<file path="src/rtl/seq_det_param.sv">
// seq_det_param: programmable serial pattern detector with overlap control and saturating match count
module seq_det_param #(
    parameter int SEQ_LEN = 3,
    parameter int CNT_W = 8,
    localparam int FILL_W = $clog2(SEQ_LEN + 1)
) (
    input  logic               clk,
    input  logic               rst,
    input  logic               in_valid,
    input  logic               seq_in,
    input  logic [SEQ_LEN-1:0] pattern,
    input  logic               overlap_en,
    input  logic               count_clr,
    output logic               detected,
    output logic [CNT_W-1:0]   match_count,
    output logic [FILL_W-1:0]  fill_out
);
    localparam logic [FILL_W-1:0] FULL = FILL_W'(SEQ_LEN);
    logic [SEQ_LEN-1:0] hist, cand;
    logic [FILL_W-1:0] fill, fill_inc, fill_nxt;
    logic match;
    always_comb begin
        cand = {hist[SEQ_LEN-2:0], seq_in};
        fill_inc = (fill == FULL) ? FULL : fill + 1'b1;
        match = in_valid && (fill_inc == FULL) && (cand == pattern);
        // non-overlapping mode demands SEQ_LEN fresh bits after every hit
        fill_nxt = !in_valid ? fill : (match && !overlap_en) ? '0 : fill_inc;
    end
    always_ff @(posedge clk) begin
        if (rst) begin
            hist <= '0;
            fill <= '0;
            detected <= 1'b0;
            match_count <= '0;
        end else begin
            if (in_valid) hist <= cand;
            fill <= fill_nxt;
            detected <= match;
            match_count <= count_clr ? '0 : (match && !(&match_count)) ? match_count + 1'b1 : match_count;
        end
    end
    assign fill_out = fill;
endmodule

</file>
<file path="config.mk">
export PLATFORM = sky130hd
export DESIGN_NAME = seq_det_param
export DESIGN_NICKNAME = d
export VERILOG_FILES = /design/src/rtl/seq_det_param.sv
export SDC_FILE = /design/constraint.sdc
export NUM_CORES = 1
export LEC_CHECK = 0
export BUFFER_PORTS_ARGS = -buffer_cell sky130_fd_sc_hd__buf_2
export CORE_MARGIN = 1.5
export CORE_UTILIZATION = 40
export DETAILED_ROUTE_END_ITERATION = 8
export PLACE_DENSITY = 0.67
export RECOVER_POWER = 100
export SLEW_MARGIN = 20
export SYNTH_ARGS = -nofsm -noshare
export SYNTH_HDL_FRONTEND = slang
export SYNTH_SLANG_ARGS = --single-unit
</file>
<file path="constraint.sdc">
create_clock -name clk -period 1.9 [get_ports clk]
set_clock_uncertainty 0.1 [all_clocks]
set_input_delay 0.285 -clock clk [delete_from_list [all_inputs] [get_ports clk]]
set_output_delay 0.285 -clock clk [all_outputs]
set_load 0.01 [all_outputs]
</file>
After elaboration in Yosys (flattened, before gate mapping) --
Cells that the tools add are included.
Word-level totals: bits in registers 13, output and inout port bits 11
Operators by class: add/sub/neg operators 2, equality and inequality tests 3, multiplexer cells 2, reductions and logical operators 8
Operators with widths (count):
- $add A8 B1 Y8 const B | 1
- $reduce_and A8 Y1 | 1
- $eq A2 B2 Y1 const B | 2
- $logic_and A1 B1 Y1 | 4
- $mux W2 | 2
- $eq A3 B3 Y1 | 1
- $add A2 B1 Y2 const B | 1
- $logic_not A1 Y1 | 2
- $reduce_or A2 Y1 | 1

Depth between registers and ports, before layout --
Gate-level depths: netlist of run 1.
word-level depth 7, gate-level depth with buffers 7, mapped depth without buffers 5

Worst setup path after synthesis of run 1 --
Ideal clock, no wire load.
kind reg2reg, start point register hist[1], end point register match_count[3], library setup time 0.070 ns, arrival time 1.720 ns, slack 0.010 ns, stages on the path, launching flop included 6, buffers on the path 1, cells stage by stage dfxtp_1 > xor2_1 > or4_4 > buf_6 > or4_1 > a21oi_1
Between the ends: longest elaborated chain between the ends 3
Ends and longest elaborated chain:
- start, declared | line 19 | logic [SEQ_LEN-1:0] hist, cand;
- start signal, assigned | line 36 | if (in_valid) hist <= cand;
- $eq A3 B3 Y1 | line 25 | match = in_valid && (fill_inc == FULL) && (cand == pattern);
- $logic_and A1 B1 Y1 | line 25
- $logic_and A1 B1 Y1 | line 39 | match_count <= count_clr ? '0 : (match && !(&match_count)) ? match_count + 1'b1 : match_count;
- end signal, assigned | line 39
- end, declared | line 15 | output logic [CNT_W-1:0] match_count,
Every way passes these cells. A chain may end at the register's enable or synchronous reset.

Final worst setup path of run 1 --
start point register hist[0], end point register match_count[0]
Same word-level chain as after synthesis.

==> results of run 1 <==
[final timing paths]
kind	to	slack, ps
worst min-delay path	fill_out[0]	140
worst min register to register	fill_out[0]	410
worst max register to register	match_count[0]	70
worst max-delay path	match_count[0]	70
[state kept, by name, summed over array words and instances, names as in the netlist]
signal	cells
match_count	8
hist	2
fill_out	2
detected	1
[power by group through the flow]
stage                     registers (uW)  logic [uW]  clock network, uW
after floorplan                      289        19.6                  0
after global placement               288        38.1                  0
after detailed placement             288        39.5                  0
after CTS                            282        42.6                185
after global routing                 283        44.8                197
final                                282        40.5                177
[kinds of logic (layout without fill, tap and decap cells)]
kind of cell | after synthesis | in the layout | share of synthesized area (%)
fa+ha+maj | 1 | 1 | 1.95
flops | 13 | 13 | 40.6
xor+xnor | 3 | 3 | 4.10
buf+inv | 8 | 33 | 6.05
mux | 2 | 2 | 3.13
compound gates | 19 | 19 | 21.7
simple gates | 26 | 27 | 22.5
[stage by stage]
| step | util [%] | setup WS (ps) | instances | total power (uW) | setup TNS (ps) |
|---|---|---|---|---|---|
| 6_report | 54.0 | 67.7 | 114 | 500 | 0 |
| 5_1_grt | 54.0 | 13.5 | 114 | 525 | 0 |
| 4_1_cts | 54.7 | 9.06 | 114 | 509 | 0 |
| 3_5_place_dp | 51.6 | -57.1 | 108 | 328 | -114 |
| 3_3_place_gp | 51.6 | -35.7 | 108 | 326 | -70.9 |
| 2_1_floorplan | - | 9.65 | 72 | 309 | 0 |
[cell usage after synthesis, types with 2 or more instances]
cell type | n | area share [%]
a21oi_1 | 5 | 3.9
and4_1 | 2 | 2.7
clkbuf_1 | 3 | 1.8
dfxtp_1 | 13 | 41
inv_1 | 2 | 1.2
mux2i_1 | 2 | 3.1
nand2_1 | 4 | 2.3
nand3_1 | 4 | 3.1
nand4_1 | 2 | 2.0
nor2_1 | 6 | 3.5
o311ai_0 | 3 | 4.1
o31ai_1 | 3 | 3.5
o41ai_1 | 3 | 4.1
or4_1 | 2 | 2.3
xor2_1 | 3 | 4.1
[routing by layer]
| layer | GRT usage (%) | vias up |
|---|---|---|
| met3 | 4.26 | 2 |
| li1 | - | 330 |
| met1 | 18.4 | 300 |
| met2 | 27.6 | 19 |
| met4 | 9.09 | 0 |
| met5 | 0 | - |
[area by class of cell]
type | instances | area (sq um) | area share (%)
clock buffer | 3 | 22.5 | 2.77
inverter | 2 | 7.51 | 0.923
timing repair buffer | 27 | 133 | 16.3
tap | 16 | 20.0 | 2.46
clock inverter | 1 | 5.00 | 0.615
sequential | 13 | 262 | 32.2
multi-input combinational | 52 | 364 | 44.8
[repair_timing]
item,CTS,global route
pin swaps,2,5
gates resized for setup,2,5
endpoints found under the setup margin,2,2
gates cloned,1,0
setup buffers,1,0
==> impl_metrics.json, run 1 <==
{
  "status": "completed",
  "syn_avg_cell_area_sq_um": 8.90,
  "place_area_sq_um": 777,
  "htreeDepth": 1,
  "synthArstFlopShare_pct": 0,
  "grt_pass1_wl_mm": 2.28,
  "drtIter0Drc": 4,
  "num_antenna_cells": 0,
  "crit_family": "simple AND/OR/NAND/NOR gates",
  "final-hold-violation-count": 0,
  "synth_seq_cells": 13,
  "synthCells": 72,
  "relSlewSlack_pct": 75.1,
  "leakage_uw": 0.000303,
  "path_class": "flip-flop to flip-flop",
  "clk_pin_slew_ps": 90,
  "worstSetupStartpointType": "flip-flop",
  "io_pins": 20,
  "dr_wl_met2_um": 682,
  "grt_use_total_pct": 16.3,
  "yosys_most_used_dff": "dfxtp_1",
  "ant_nets": 0,
  "dieWidth_um": 43.0,
  "holdCritPathClass": "input port to flip-flop",
  "wl_met3_um": 80,
  "seqPwrFrac_pct": 56.4,
  "finalMaxSlewViolations": 0,
  "coreArea_sq_mm": 0.00151,
  "cts.sinks": 13,
  "critPathRequiredTime_ps": 2020,
  "fmax_mhz": 546,
  "powerDensity_mw_per_mm2": 614,
  "worstSetupPathDepth": 5,
  "drc": 0,
  "p_int_uw": 374,
  "dp.final_hpwl_mm": 1.06,
  "reg2reg_from": "hist[0]",
  "yosys_warnings": 0,
  "min_from": "rst",
  "slowest_stage": "or4_4",
  "slowest_delay_ps": 580,
  "clkPwrFrac_pct": 35.5,
  "gp_congestion": 0.815,
  "worstPathCellList": "xor2_1 -> or4_4 -> clkbuf_1 -> or3_1 -> a21oi_1",
  "vias": 651,
  "worstPathArrival_ps": 1950,
  "reg2reg_depth": 5,
  "m1WireLength_um": 648,
  "dr.pass1.iters": 4,
  "crit_fanout": 5,
  "synth_area_sq_um": 641,
  "grt_pass1_vias": 561,
  "io_buffers": 19,
  "crit_start": "hist[0]",
  "fill_cells": 163,
  "ir_drop_mv": 0.371,
  "syn_nets": 82,
  "rsz0062_at_grt": "no",
  "dieArea_sq_mm": 0.00185,
  "comb_power_share_pct": 8.1,
  "p_sw_uw": 125,
  "syn_to_final_growth_pct": 27.0,
  "maxUsedRoutingLayer": "met4",
  "final-setup-viol-count": 0,
  "wire_per_inst_um": 12.6,
  "antenna_found_initial": 0,
  "cts_tree": "built",
  "holdPathStages": 2,
  "worst_pin_slew_ps": 373,
  "max_cap_violations": 0,
  "grt_max_degree": 12,
  "overflow": 0,
  "clockBufferDepth": 2,
  "dieHeight_um": 43.0,
  "start_util_pct": 42.5,
  "fin_crit_sh_pct": 96.4,
  "layout-drive-gt1-share_pct": 26.5,
  "post-route-cell-area_sq_um": 813,
  "core.rowCount": 14,
  "synth_edf_count": 0,
  "swShare_pct": 25.1,
  "clk_latency_ps": 280,
  "whs_ps": 144,
  "path_buf_inv": 1,
  "layout_common_cells": "12 x dfxtp_1, 12 x clkbuf_1, 9 x buf_2",
  "holdBufCountCts": 0,
  "min_period_ps": 1830,
  "fin_nets": 109,
  "synth_cell_types": 30,
  "root_buffer": "clkbuf_4",
  "end_kind": "flip-flop",
  "seq_area_frac_synth_pct": 40.6,
  "drt-total-wl_mm": 1.43,
  "vias_per_cell": 5.71,
  "cts_inserted_buffers": 3
}
No activity file was read; power rests on OpenSTA's default activity.
==> inputs of run 2 (changes only) <==
--- a/config.mk
+++ b/config.mk
@@ -9,9 +9,9 @@
 export CORE_MARGIN = 1.5
 export CORE_UTILIZATION = 40
 export DETAILED_ROUTE_END_ITERATION = 8
-export PLACE_DENSITY = 0.67
 export RECOVER_POWER = 100
 export SLEW_MARGIN = 20
 export SYNTH_ARGS = -nofsm -noshare
 export SYNTH_HDL_FRONTEND = slang
 export SYNTH_SLANG_ARGS = --single-unit
+export TNS_END_PERCENT = 20
==> constraint.sdc (replaced) <==
create_clock -name clk -period 2.06 [get_ports clk]
set_clock_uncertainty 0.1 [all_clocks]
set_input_delay 0.309 -clock clk [delete_from_list [all_inputs] [get_ports clk]]
set_output_delay 0.309 -clock clk [all_outputs]
set_load 0.01 [all_outputs]
==> run 2 against run 1 <==
Net effect: flip-flop and latch count stayed put; critical path depth down 1; global-route usage decreased by 1.1 points; largest cell class unchanged.
==> impl_metrics.json, run 2 (same netlist as run 1, synthesis figures left out) <==
{
  "worstPathArrival_ps": 2050,
  "status": "completed",
  "cts_tree": "built",
  "cts_resized": 0,
  "largest-register": "match_count",
  "fmax_mhz": 515,
  "final_cells": 107,
  "fin_nets": 102,
  "io_pins": 20,
  "placedCellCount": 103,
  "endpoint": "match_count[3]",
  "holdBufCountCts": 0,
  "comb_power_share_pct": 7.4,
  "powerDensity_mw_per_mm2": 596,
  "start_util_pct": 42.5,
  "r2r_setup_slack_ps": 120,
  "clk_pin_slew_ps": 80,
  "post_cts_buffers": 0,
  "dieArea_sq_mm": 0.00185,
  "worstSetupStartpointType": "flip-flop",
  "end_kind": "flip-flop",
  "fin_crit_sh_pct": 94.3,
  "crit_fanout": 15,
  "clockBufferDepth": 2,
  "drc": 0,
  "drt-total-wl_mm": 1.32,
  "core.rowCount": 14,
  "seqPwrFrac_pct": 58.3,
  "vias": 617,
  "io_buffers": 19,
  "ant_nets": 0,
  "coreArea_sq_mm": 0.00151,
  "layout_common_cells": "13 x clkbuf_1, 13 x dfxtp_1, 8 x buf_2",
  "worst_pin_slew_ps": 387,
  "num_antenna_cells": 0,
  "p_sw_uw": 99.8,
  "max_cap_violations": 0,
  "dieHeight_um": 43.0,
  "dieWidth_um": 43.0,
  "vias_per_cell": 5.77,
  "finalSetupTns_ps": 0,
  "swShare_pct": 22.4,
  "min_period_ps": 1940,
  "grt_pass1_vias": 529,
  "finalMaxSlewViolations": 0,
  "grt_pass1_wl_mm": 2.19,
  "reg2reg_depth": 4,
  "clk_latency_ps": 270,
  "cts.sinks": 13,
  "crit_start": "hist[1]",
  "rsz0062_at_grt": "no",
  "drtIter0Drc": 8,
  "leakage_uw": 0.000268,
  "grt_use_total_pct": 15.2,
  "root_buffer": "clkbuf_4",
  "overflow": 0,
  "final-hold-violation-count": 0,
  "r2r_end": "match_count[3]",
  "dr.pass1.iters": 4,
  "layout-drive-gt1-share_pct": 15.4,
  "dp.final_hpwl_um": 965,
  "final-setup-viol-count": 0,
  "p_int_uw": 346,
  "htreeDepth": 1,
  "critPathRequiredTime_ps": 2160,
  "wire_per_inst_um": 12.3,
  "reg2reg_from": "hist[1]",
  "clkPwrFrac_pct": 34.3,
  "holdPathStages": 2,
  "largest_reg_flops": 8,
  "gp_congestion": 0.753,
  "grt_max_degree": 16,
  "relSlewSlack_pct": 74.1,
  "holdCritPathClass": "input port to flip-flop",
  "antenna_found_initial": 0,
  "cts_inserted_buffers": 3,
  "syn_to_final_growth_pct": 16.8,
  "ir_drop_mv": 0.380,
  "path_class": "flip-flop to flip-flop"
}
## run 2: cell types whose count changed in the layout (fill, tap and decap cells not counted), sizes merged
| cell | change |
|---|---|
| or4 | -1 |
| clkinv | -1 |
| clkbuf | -1 |
| buf | -4 |
## run 2: worst min path at each step
stage,start,to,slack (ps)
finish,rst,fill_out[0],180
floorplan,rst,fill_out[0],280
global placement,fill_out[0],fill_out[0],390
global route,rst,fill_out[0],180
CTS,rst,fill_out[0],170
detailed placement,fill_out[0],fill_out[0],390
## run 2: through the flow
| stage | power [uW] | instance area, sq um | utilization [%] | worst slack (ps) | hold slack [ps] |
|---|---|---|---|---|---|
| after floorplan | 285 | 641 | - | 161 | 278 |
| after global placement | 299 | 739 | 49.1 | 69.4 | 394 |
| after detailed placement | 300 | 739 | 49.1 | 51.8 | 393 |
| after CTS | 457 | 766 | 50.8 | 119 | 174 |
| after global routing | 473 | 748 | 49.7 | 11.7 | 178 |
| final | 446 | 748 | 49.7 | 118 | 177 |
## run 2: final cells by class
type / instances / area (sq um)
Clock buffer: 4 / 26.3
Fill cell: 157 / 758
Inverter: 2 / 7.51
Multi-Input combinational cell: 51 / 342
Sequential cell: 13 / 260
Tap cell: 16 / 20.0
Timing Repair Buffer: 21 / 92.6
## run 2: critical path: stages, from the launching register on
cell	delay (ps)
dfxtp_1	330
xor2_1	160
or4_4	620
or4_1	520
a21oi_1	140
## run 2: power groups by stage
stage                     Sequential, uW  Clock, uW  Combinational [uW]
final                                260        153                32.8
after global routing                 261        176                36.4
after CTS                            260        163                34.1
after detailed placement             266          0                34.0
after global placement               266          0                33.5
after floorplan                      267          0                18.1
## run 2: layer usage
metal	up-vias	share of wire (%)	global-route usage, %
met1	287	45	19.1
met5	-	0	0
met4	0	0.76	4.85
met2	15	49	24.2
met3	2	5.3	5.53
li1	313	-	-
